<file path="src/rtl/rggen_apb_bridge_master_if.sv">
// Request/response bus between a register block's external-register port
// and a downstream bridge. The master issues a request and the slave answers.
// Access encoding: READ=2'b10, POSTED_WRITE=2'b01, WRITE=2'b11.
// Status encoding: OKAY=2'b00, EXOKAY=2'b01, SLAVE_ERROR=2'b10, DECODE_ERROR=2'b11.
interface rggen_apb_bridge_master_if #(
  parameter int ADDRESS_WIDTH = 8,
  parameter int BUS_WIDTH     = 32
);
  localparam int STROBE_WIDTH = BUS_WIDTH / 8;

  logic                     valid;
  logic [1:0]               access;
  logic [ADDRESS_WIDTH-1:0] address;
  logic [BUS_WIDTH-1:0]     write_data;
  logic [STROBE_WIDTH-1:0]  strobe;
  logic                     ready;
  logic [1:0]               status;
  logic [BUS_WIDTH-1:0]     read_data;

  modport master (
    output valid, access, address, write_data, strobe,
    input  ready, status, read_data
  );

  modport slave (
    input  valid, access, address, write_data, strobe,
    output ready, status, read_data
  );
endinterface

</file>
<file path="src/rtl/rggen_apb_bridge_master.sv">
// Replays one external-register request as an APB4 master transfer and
// returns read data and status on the same request bus. All APB outputs and
// all response outputs come straight from flops. An optional watchdog aborts
// a transfer whose slave never raises pready.
module rggen_apb_bridge_master #(
  parameter int         ADDRESS_WIDTH  = 8,
  parameter int         BUS_WIDTH      = 32,
  parameter int         STROBE_WIDTH   = BUS_WIDTH / 8,
  parameter logic [2:0] PPROT          = 3'b000,
  parameter int         TIMEOUT_CYCLES = 0
) (
  input  logic                     i_clk,
  input  logic                     i_rst_n,
  rggen_apb_bridge_master_if.slave bus_if,
  output logic                     o_psel,
  output logic                     o_penable,
  output logic [ADDRESS_WIDTH-1:0] o_paddr,
  output logic [2:0]               o_pprot,
  output logic                     o_pwrite,
  output logic [STROBE_WIDTH-1:0]  o_pstrb,
  output logic [BUS_WIDTH-1:0]     o_pwdata,
  input  logic                     i_pready,
  input  logic [BUS_WIDTH-1:0]     i_prdata,
  input  logic                     i_pslverr
);

  localparam logic [1:0] RGGEN_READ        = 2'b10;
  localparam logic [1:0] RGGEN_OKAY        = 2'b00;
  localparam logic [1:0] RGGEN_SLAVE_ERROR = 2'b10;

  // Counter needs to reach TIMEOUT_CYCLES-1; keep at least one bit so the
  // declaration stays legal when the watchdog is disabled.
  localparam int COUNT_WIDTH =
    (TIMEOUT_CYCLES > 0) ? $clog2(TIMEOUT_CYCLES + 1) : 1;
  localparam logic [COUNT_WIDTH-1:0] COUNT_LAST =
    COUNT_WIDTH'(TIMEOUT_CYCLES - 1);
  localparam bit WATCHDOG_ON = (TIMEOUT_CYCLES != 0);

  typedef enum logic [1:0] {
    IDLE,
    SETUP,
    ACCESS,
    RESPONSE
  } state_e;

  state_e                   state;
  logic [COUNT_WIDTH-1:0]   count;
  logic                     psel_q;
  logic                     penable_q;
  logic [ADDRESS_WIDTH-1:0] paddr_q;
  logic                     pwrite_q;
  logic [STROBE_WIDTH-1:0]  pstrb_q;
  logic [BUS_WIDTH-1:0]     pwdata_q;
  logic                     ready_q;
  logic [1:0]               status_q;
  logic [BUS_WIDTH-1:0]     read_data_q;

  logic is_read;
  logic watchdog_fire;

  assign is_read       = (bus_if.access == RGGEN_READ);
  assign watchdog_fire = WATCHDOG_ON && (count == COUNT_LAST);

  // Transfer sequencer: runs the APB SETUP/ACCESS phases and raises a
  // one-cycle response once the slave completes or the watchdog expires.
  always_ff @(posedge i_clk or negedge i_rst_n) begin
    // NOTE: every flop here is a small control/data register, so all of them
    // take the async reset; an abort mid-transfer leaves nothing stale behind.
    if (!i_rst_n) begin
      state       <= IDLE;
      count       <= '0;
      psel_q      <= 1'b0;
      penable_q   <= 1'b0;
      paddr_q     <= '0;
      pwrite_q    <= 1'b0;
      pstrb_q     <= '0;
      pwdata_q    <= '0;
      ready_q     <= 1'b0;
      status_q    <= RGGEN_OKAY;
      read_data_q <= '0;
    end else begin
      // NOTE: non-blocking assignments throughout, so every branch sees the
      // state and count from before this edge regardless of statement order.
      case (state)
        IDLE: begin
          if (bus_if.valid) begin
            paddr_q   <= bus_if.address;
            pwrite_q  <= !is_read;
            pwdata_q  <= bus_if.write_data;
            pstrb_q   <= is_read ? '0 : bus_if.strobe;
            psel_q    <= 1'b1;
            penable_q <= 1'b0;
            state     <= SETUP;
          end
        end
        SETUP: begin
          penable_q <= 1'b1;
          count     <= '0;
          state     <= ACCESS;
        end
        ACCESS: begin
          if (i_pready) begin
            psel_q      <= 1'b0;
            penable_q   <= 1'b0;
            read_data_q <= pwrite_q ? '0 : i_prdata;
            status_q    <= i_pslverr ? RGGEN_SLAVE_ERROR : RGGEN_OKAY;
            ready_q     <= 1'b1;
            state       <= RESPONSE;
          end else if (watchdog_fire) begin
            psel_q      <= 1'b0;
            penable_q   <= 1'b0;
            read_data_q <= '0;
            status_q    <= RGGEN_SLAVE_ERROR;
            ready_q     <= 1'b1;
            state       <= RESPONSE;
          end else if (count != '1) begin
            count <= count + 1'b1;
          end
        end
        RESPONSE: begin
          // Upstream drops valid on this edge; IDLE looks again next cycle.
          ready_q <= 1'b0;
          state   <= IDLE;
        end
        default: state <= IDLE;
      endcase
    end
  end

  assign o_psel           = psel_q;
  assign o_penable        = penable_q;
  assign o_paddr          = paddr_q;
  assign o_pprot          = PPROT;
  assign o_pwrite         = pwrite_q;
  assign o_pstrb          = pstrb_q;
  assign o_pwdata         = pwdata_q;
  assign bus_if.ready     = ready_q;
  assign bus_if.status    = status_q;
  assign bus_if.read_data = read_data_q;

endmodule
</file>
<file path="src/flat_wrapper.sv">
// flat-port wrapper written by rule: the top's interface ports become plain ports
module rggen_apb_bridge_master_flat 
#(
  parameter int         ADDRESS_WIDTH  = 8,
  parameter int         BUS_WIDTH      = 32,
  parameter int         STROBE_WIDTH   = BUS_WIDTH / 8,
  parameter logic [2:0] PPROT          = 3'b000,
  parameter int         TIMEOUT_CYCLES = 0
)
  (i_clk, i_rst_n, o_psel, o_penable, o_paddr, o_pprot, o_pwrite, o_pstrb, o_pwdata, i_pready, i_prdata, i_pslverr, bus_if_valid, bus_if_access, bus_if_address, bus_if_write_data, bus_if_strobe, bus_if_ready, bus_if_status, bus_if_read_data);
  rggen_apb_bridge_master_if #(.ADDRESS_WIDTH(ADDRESS_WIDTH), .BUS_WIDTH(BUS_WIDTH)) bus_if_i ();
  input  logic i_clk;
  input  logic i_rst_n;
  output logic o_psel;
  output logic o_penable;
  output logic [ADDRESS_WIDTH-1:0] o_paddr;
  output logic [2:0] o_pprot;
  output logic o_pwrite;
  output logic [STROBE_WIDTH-1:0] o_pstrb;
  output logic [BUS_WIDTH-1:0] o_pwdata;
  input  logic i_pready;
  input  logic [BUS_WIDTH-1:0] i_prdata;
  input  logic i_pslverr;
  input wire logic [$bits(bus_if_i.valid)-1:0] bus_if_valid;
  input wire logic [$bits(bus_if_i.access)-1:0] bus_if_access;
  input wire logic [$bits(bus_if_i.address)-1:0] bus_if_address;
  input wire logic [$bits(bus_if_i.write_data)-1:0] bus_if_write_data;
  input wire logic [$bits(bus_if_i.strobe)-1:0] bus_if_strobe;
  output wire logic [$bits(bus_if_i.ready)-1:0] bus_if_ready;
  output wire logic [$bits(bus_if_i.status)-1:0] bus_if_status;
  output wire logic [$bits(bus_if_i.read_data)-1:0] bus_if_read_data;
  assign bus_if_i.valid = bus_if_valid;
  assign bus_if_i.access = bus_if_access;
  assign bus_if_i.address = bus_if_address;
  assign bus_if_i.write_data = bus_if_write_data;
  assign bus_if_i.strobe = bus_if_strobe;
  assign bus_if_ready = bus_if_i.ready;
  assign bus_if_status = bus_if_i.status;
  assign bus_if_read_data = bus_if_i.read_data;
  rggen_apb_bridge_master #(.ADDRESS_WIDTH(ADDRESS_WIDTH), .BUS_WIDTH(BUS_WIDTH), .STROBE_WIDTH(STROBE_WIDTH), .PPROT(PPROT), .TIMEOUT_CYCLES(TIMEOUT_CYCLES)) u_core (.i_clk(i_clk), .i_rst_n(i_rst_n), .bus_if(bus_if_i), .o_psel(o_psel), .o_penable(o_penable), .o_paddr(o_paddr), .o_pprot(o_pprot), .o_pwrite(o_pwrite), .o_pstrb(o_pstrb), .o_pwdata(o_pwdata), .i_pready(i_pready), .i_prdata(i_prdata), .i_pslverr(i_pslverr));
endmodule
</file>
<file path="config.mk">
export PLATFORM = sky130hd
export DESIGN_NAME = rggen_apb_bridge_master_flat
export DESIGN_NICKNAME = d
export VERILOG_FILES = /design/src/rtl/rggen_apb_bridge_master_if.sv /design/src/rtl/rggen_apb_bridge_master.sv /design/src/flat_wrapper.sv
export SDC_FILE = /design/constraint.sdc
export NUM_CORES = 1
export LEC_CHECK = 0
export CAP_MARGIN = 20
export CORE_MARGIN = 5
export CORE_UTILIZATION = 35
export DETAILED_ROUTE_END_ITERATION = 7
export GPL_TIMING_DRIVEN = 1
export PLACE_DENSITY = 0.81
export SETUP_SLACK_MARGIN = 0.15
export SLEW_MARGIN = 20
export SYNTH_ARGS = -nofsm -noshare
export SYNTH_HDL_FRONTEND = slang
export SYNTH_SLANG_ARGS = --single-unit
</file>
<file path="constraint.sdc">
create_clock -name i_clk -period 1.6 [get_ports i_clk]
set_clock_uncertainty 0.2 [all_clocks]
set_input_delay 0.32 -clock i_clk [delete_from_list [all_inputs] [get_ports i_clk]]
set_output_delay 0.32 -clock i_clk [all_outputs]
set_load 0.01 [all_outputs]
</file>
==> impl_metrics.tcl, run 1 <==
set metrics [dict create \
    hold_violations 0 \
    synthArstFlopShare_pct 100 \
    p_leak_nw 2.82 \
    cp_data_required_time_ns 1.63 \
    fin_crit_sh_pct 104 \
    initial_core_util_pct 35.4 \
    finalMaxSlewViolations 0 \
    num-fill-cells 834 \
    final_layout_size_suffix_gt1_share_pct 44.8 \
    die_w_um 109 \
    clock_latency_ns 0.34 \
    timing.fmax_mhz 601 \
    grt_max_degree 84 \
    fp.dieArea_mm2 0.0118 \
    finalWirelength_um 9780 \
    cap_violations 0 \
    cts_buffers 9 \
    gp_congestion 0.814 \
    area_growth_pct 66.7 \
    fp.dieH_um 109 \
    synth_edf_count 0 \
    post-route-util_pct 59.1 \
    power_per_cell_area_mw_per_mm2 1810 \
    synth_area_mm2 0.00342 \
    cts_buffer_depth 2 \
    crit_arrival_ns 1.69 \
    cts_root_buf "clkbuf_8" \
    path_cells "inv_2, ha_4, buf_12, nand2_8, buf_6, mux2_4" \
    crit_type "register to register" \
    coreArea_mm2 0.00964 \
    via_per_inst 4.47 \
    antenna_cells 0 \
    firstDrtPassIters 4 \
    syn_area_per_cell_um2 12.5 \
    ioPinCount 168 \
    synthCells 273 \
    yosysWarnings 0 \
    violations "setup timing" \
    globalRouteOverflowTotal 0 \
    ys_seq_area_share_pct 60.8 \
    critPathLaunchType "register" \
    antenna_found_initial 0 \
    setup_violations 55 \
    rsz0062_at_grt "true" \
    vias 2743 \
    critPathMaxStageDelay_ns 0.40 \
    cts_sinks 83 \
    portBuffers 163 \
    rows 36 \
    ys.flop_type "dfrtp_1" \
    remaining_drc_errors 0 \
    path_max_fanout 4 \
    ir_worst_vdd_mv 1.13 \
    wl_per_cell_um 16.0 \
    hp-class "register to register" \
    ys_types 25 \
    path_clk_slew_ns 0.08 \
    period_minus_slack_ns 1.66 \
    place_hpwl_um 6610 \
    grt_pass1_vias 2875 \
    min_from "u_core.bus_if.read_data[17]" \
    gr-usage-all-layers_pct 16.2 \
    ant_nets 0 \
    htreeDepth 3 \
    cts_tree "built" \
    slowest_stage "dfrtp_1" \
    rr_startpoint "u_core.state[0]" \
    outcome "complete, but fails checks" \
    fin_nets 565 \
    grt_pass1_wl_um 14900 \
    final.setup.worst_slack_ns -0.0634 \
    drt_iter0_markers 101 \
    synth_seq_cells 83 \
    power_w 0.0103 \
    critPathCaptureType "register" \
    crit_start "u_core.state[0]" \
]
[layout make-up]
| class | instances | area [um2] | share of cell area [%] |
|---|---|---|---|
| flip-flops and latches | 83 | 2080 | 36.5 |
| repair buffers | 206 | 1750 | 30.7 |
| multi-input cells | 171 | 1520 | 26.8 |
| well taps | 133 | 166 | 2.92 |
| clock buffers | 12 | 145 | 2.55 |
| inverters | 5 | 18.8 | 0.330 |
| clock inverters | 3 | 15.0 | 0.264 |
[Yosys cell counts, types with 2 or more instances]
cell | instances | area share, %
mux2_1 | 43 | 14
nand2b_1 | 32 | 5.9
buf_2 | 5 | 0.73
o21ai_0 | 33 | 4.8
nand2_1 | 33 | 3.6
nand3_1 | 2 | 0.29
clkbuf_1 | 5 | 0.55
ha_1 | 6 | 2.2
buf_4 | 4 | 0.88
inv_1 | 5 | 0.55
dfrtp_1 | 83 | 61
buf_6 | 4 | 1.3
a21oi_2 | 2 | 0.51
a22o_1 | 4 | 1.0
a21oi_1 | 2 | 0.29
[layer usage]
metal  wire [um]  part of all wire [%]  vias to the layer above  GRT usage [%]
met5           0                     0                        -              0
met4         122                   1.2                        0           4.69
met3         605                   6.2                        9           4.50
met2        5000                    51                       85           27.8
met1        4050                    41                     1333           20.1
li1            -                     -                     1316              -
[flip-flops by register name, summed over array words and instances (netlist names)]
signal / cells
u_core.o_pwrite: 1
u_core.o_pstrb: 4
u_core.bus_if.ready: 1
u_core.state: 2
u_core.o_pwdata: 32
u_core.bus_if.status: 1
u_core.o_psel: 1
u_core.bus_if.read_data: 32
u_core.o_penable: 1
u_core.o_paddr: 8
[where the power goes]
| group | switching, W | leakage, nW | total, W | internal [W] |
|---|---|---|---|---|
| registers | 0.000532 | 1.02 | 0.00360 | 0.00307 |
| logic | 0.00233 | 1.71 | 0.00542 | 0.00309 |
| clock network | 0.000710 | 0.0860 | 0.00130 | 0.000592 |
| total | 0.00357 | 2.82 | 0.0103 | 0.00675 |
[critical path: cells and delay by family (launching register included)]
kind / cells / cell delay (ns)
buf+inv: 3 / 0.38
fa+ha+maj: 1 / 0.21
flops: 1 / 0.40
mux: 1 / 0.29
simple gates: 1 / 0.06
[worst paths after layout]
path,depth (start not counted),to,slack [ns]
setup / recovery,6,u_core.o_pwdata[5],-0.06
setup reg to reg,6,u_core.o_pwdata[5],-0.06
hold / removal,2,u_core.bus_if.read_data[17],0.28
hold reg to reg,2,u_core.bus_if.read_data[17],0.28
max in group asynchronous,3,u_core.bus_if.read_data[11],0.50
min in group asynchronous,3,u_core.o_pwdata[28],0.34
[what timing repair did]
| action | 4_1_cts | 5_1_grt |
|---|---|---|
| setup endpoints to repair | 163 | 92 |
| hold buffers | 1 | 0 |
| endpoints found under the hold margin | 83 | 0 |
| pin swaps | 3 | 8 |
| cloned | 2 | 2 |
| resized for setup | 386 | 63 |
| buffers inserted | 16 | 3 |
[cells by family after synthesis]
group	share of synthesized area, %
flip-flops	60.8
AND/OR/NAND/NOR	10.7
AO/OA/AOI/OAI	7.69
multiplexers	14.5
buffers and inverters	4.03
adder cells (fa/ha/maj)	2.20
other	0.110
[through the flow]
stage | setup WS [ns] | hold WS [ns] | TNS [ns] | std cells | area, um2
final | -0.0634 | 0.280 | -1.84 | 613 | 5700
after detailed placement | -0.336 | 0.193 | -14.24 | 574 | 5330
after floorplan | 0.00800 | -0.176 | 0 | 276 | 3440
after global placement | -0.302 | 0.185 | -12.15 | 574 | 5330
after global routing | -0.120 | 0.299 | -6.19 | 613 | 5700
after CTS | -0.0563 | 0.283 | -1.48 | 608 | 5490
[layout by cell type (no fill, tap or decap), drive strengths merged]
cell type / instances
a21o: 1
mux2: 43
nand3: 2
or2: 1
dlygate4sd3: 1
clkdlybuf4s50: 80
clkinv: 3
o22ai: 1
mux2i: 1
ha: 6
conb: 4
dlygate4sd2: 1
nand2: 35
clkbuf: 14
buf: 122
and2b: 1
inv: 5
a22o: 4
a21oi: 4
a221oi: 1
a211oi: 1
nand2b: 32
dfrtp: 83
o21ai: 33
nor2: 1
No activity file was read; power rests on OpenSTA's default activity.
==> run 2, diff against run 1 <==
--- a/config.mk
+++ b/config.mk
@@ -11,6 +11,7 @@
 export DETAILED_ROUTE_END_ITERATION = 7
 export GPL_TIMING_DRIVEN = 1
 export PLACE_DENSITY = 0.81
+export RECOVER_POWER = 100
 export SETUP_SLACK_MARGIN = 0.15
 export SLEW_MARGIN = 20
 export SYNTH_ARGS = -nofsm -noshare
==> impl_metrics.tcl, run 2 (synthesis results as in run 1) <==
set metrics [dict create \
    period_minus_slack_ns 1.67 \
    post-route-util_pct 57.7 \
    rsz0062_at_grt "true" \
    cts_tree "built" \
    final_layout_size_suffix_gt1_share_pct 27.7 \
    hp-class "register to register" \
    critPathLaunchType "register" \
    crit_type "register to register" \
    critPathCaptureType "register" \
    pwr-share-seq_pct 36.0 \
    finalInstanceArea_mm2 0.00556 \
    antenna_found_initial 0 \
    power_per_cell_area_mw_per_mm2 1810 \
    power_frac_comb_pct 51.0 \
    finalMaxSlewViolations 0 \
    initial_core_util_pct 35.4 \
    place_hpwl_um 6610 \
    die_w_um 109 \
    netSwitchingFraction_pct 35.8 \
    place_area_mm2 0.00533 \
    coreArea_mm2 0.00964 \
    worstMarginPinSlew_ns 0.760 \
    cp_data_required_time_ns 1.63 \
    hold_ws_ns 0.283 \
    grt_pass1_vias 2875 \
    slew_headroom_pct 49.3 \
    fin_nets 565 \
    ff2ff_path_depth 5 \
    grt_pass1_wl_um 14900 \
    grt_max_degree 84 \
    crit_start "u_core.state[1]" \
    final_cells 613 \
    hold_violations 0 \
    p_leak_nw 2.55 \
    clkPwrFrac_pct 12.9 \
    globalRouteOverflowTotal 0 \
    fin_crit_sh_pct 104 \
    outcome "complete, but fails checks" \
    cts_buffers 9 \
    cts_root_buf "clkbuf_8" \
    via_per_inst 4.47 \
    min_from "u_core.bus_if.read_data[17]" \
    hold_depth 2 \
    remaining_drc_errors 0 \
    internal-power_w 0.00645 \
    gp_congestion 0.814 \
    clock_latency_ns 0.34 \
    rows 36 \
    violations "setup timing" \
    cap_violations 0 \
    path_clk_slew_ns 0.08 \
    fp.dieArea_mm2 0.0118 \
    ioPinCount 168 \
    crit_arrival_ns 1.70 \
    cts_sinks 83 \
    wl_per_cell_um 16.1 \
    setup_tns_ns -1.80 \
    vias 2738 \
    htreeDepth 3 \
    fp.dieH_um 109 \
    rr_startpoint "u_core.state[1]" \
    antenna_cells 0 \
    timing.fmax_mhz 601 \
    ant_nets 0 \
    p_sw_w 0.00360 \
    layout_common_cells "clkbuf_1 (83), dfrtp_1 (83), clkdlybuf4s50_1 (80)" \
    setup_violations 57 \
    drt_iter0_markers 96 \
    firstDrtPassIters 4 \
    numPlacedInstances 574 \
    area_growth_pct 62.9 \
    cts_buffer_depth 2 \
    final.setup.worst_slack_ns -0.0652 \
    path_max_fanout 4 \
    ir_worst_vdd_mv 1.13 \
    finalWirelength_um 9850 \
    gr-usage-all-layers_pct 16.2 \
    portBuffers 163 \
]
[run 2: critical path, stage by stage, from the launching register on]
cell	delay, ns
dfrtp_1	0.41
inv_2	0.07
ha_4	0.20
and2b_4	0.20
a211oi_4	0.16
mux2_4	0.31
[run 2: worst paths after layout]
path / endpoint / slack [ns]
worst max-delay path: u_core.o_penable / -0.07
worst min-delay path: u_core.bus_if.read_data[17] / 0.28
worst max register to register: u_core.o_penable / -0.07
worst min register to register: u_core.bus_if.read_data[17] / 0.28
max in group asynchronous: u_core.o_pwdata[21] / 0.18
min in group asynchronous: u_core.o_paddr[1] / 0.47
[run 2: layer usage]
layer  vias to the layer above  routed length [um]  GRT usage, %
met5                         -                   0             0
met4                         0                 135          4.69
met3                        11                 555          4.50
met2                        87                4960          27.8
met1                      1329                4190          20.1
li1                       1311                   -             -
[run 2: power by group through the flow]
stage                     logic (W)  registers, W  clock network [W]
after floorplan             0.00159       0.00404                  0
after global placement      0.00472       0.00357                  0
after detailed placement    0.00484       0.00362                  0
after CTS                   0.00507       0.00355            0.00134
after global routing        0.00553       0.00375            0.00146
final                       0.00513       0.00362            0.00130
[run 2: what timing repair did]
action	CTS	global route
resized for setup	386	63
pin swaps	3	8
setup endpoints to repair	163	92
cloned	2	2
setup buffers	16	3
hold endpoints to repair	83	0
hold buffers	1	0
[run 2: final cells by class]
type	count	area, um2
Fill cell	877	4080
Sequential cell	83	2080
Timing Repair Buffer	206	1620
Multi-Input combinational cell	171	1520
Tap cell	133	166
Clock buffer	12	145
Inverter	5	18.8
Clock inverter	3	15.0
[run 2: through the flow]
step	setup slack, ns	power (W)
6_report	-0.0652	0.0101
5_1_grt	-0.120	0.0107
4_1_cts	-0.0563	0.00997
3_5_place_dp	-0.336	0.00846
3_3_place_gp	-0.302	0.00829
2_1_floorplan	0.00800	0.00563
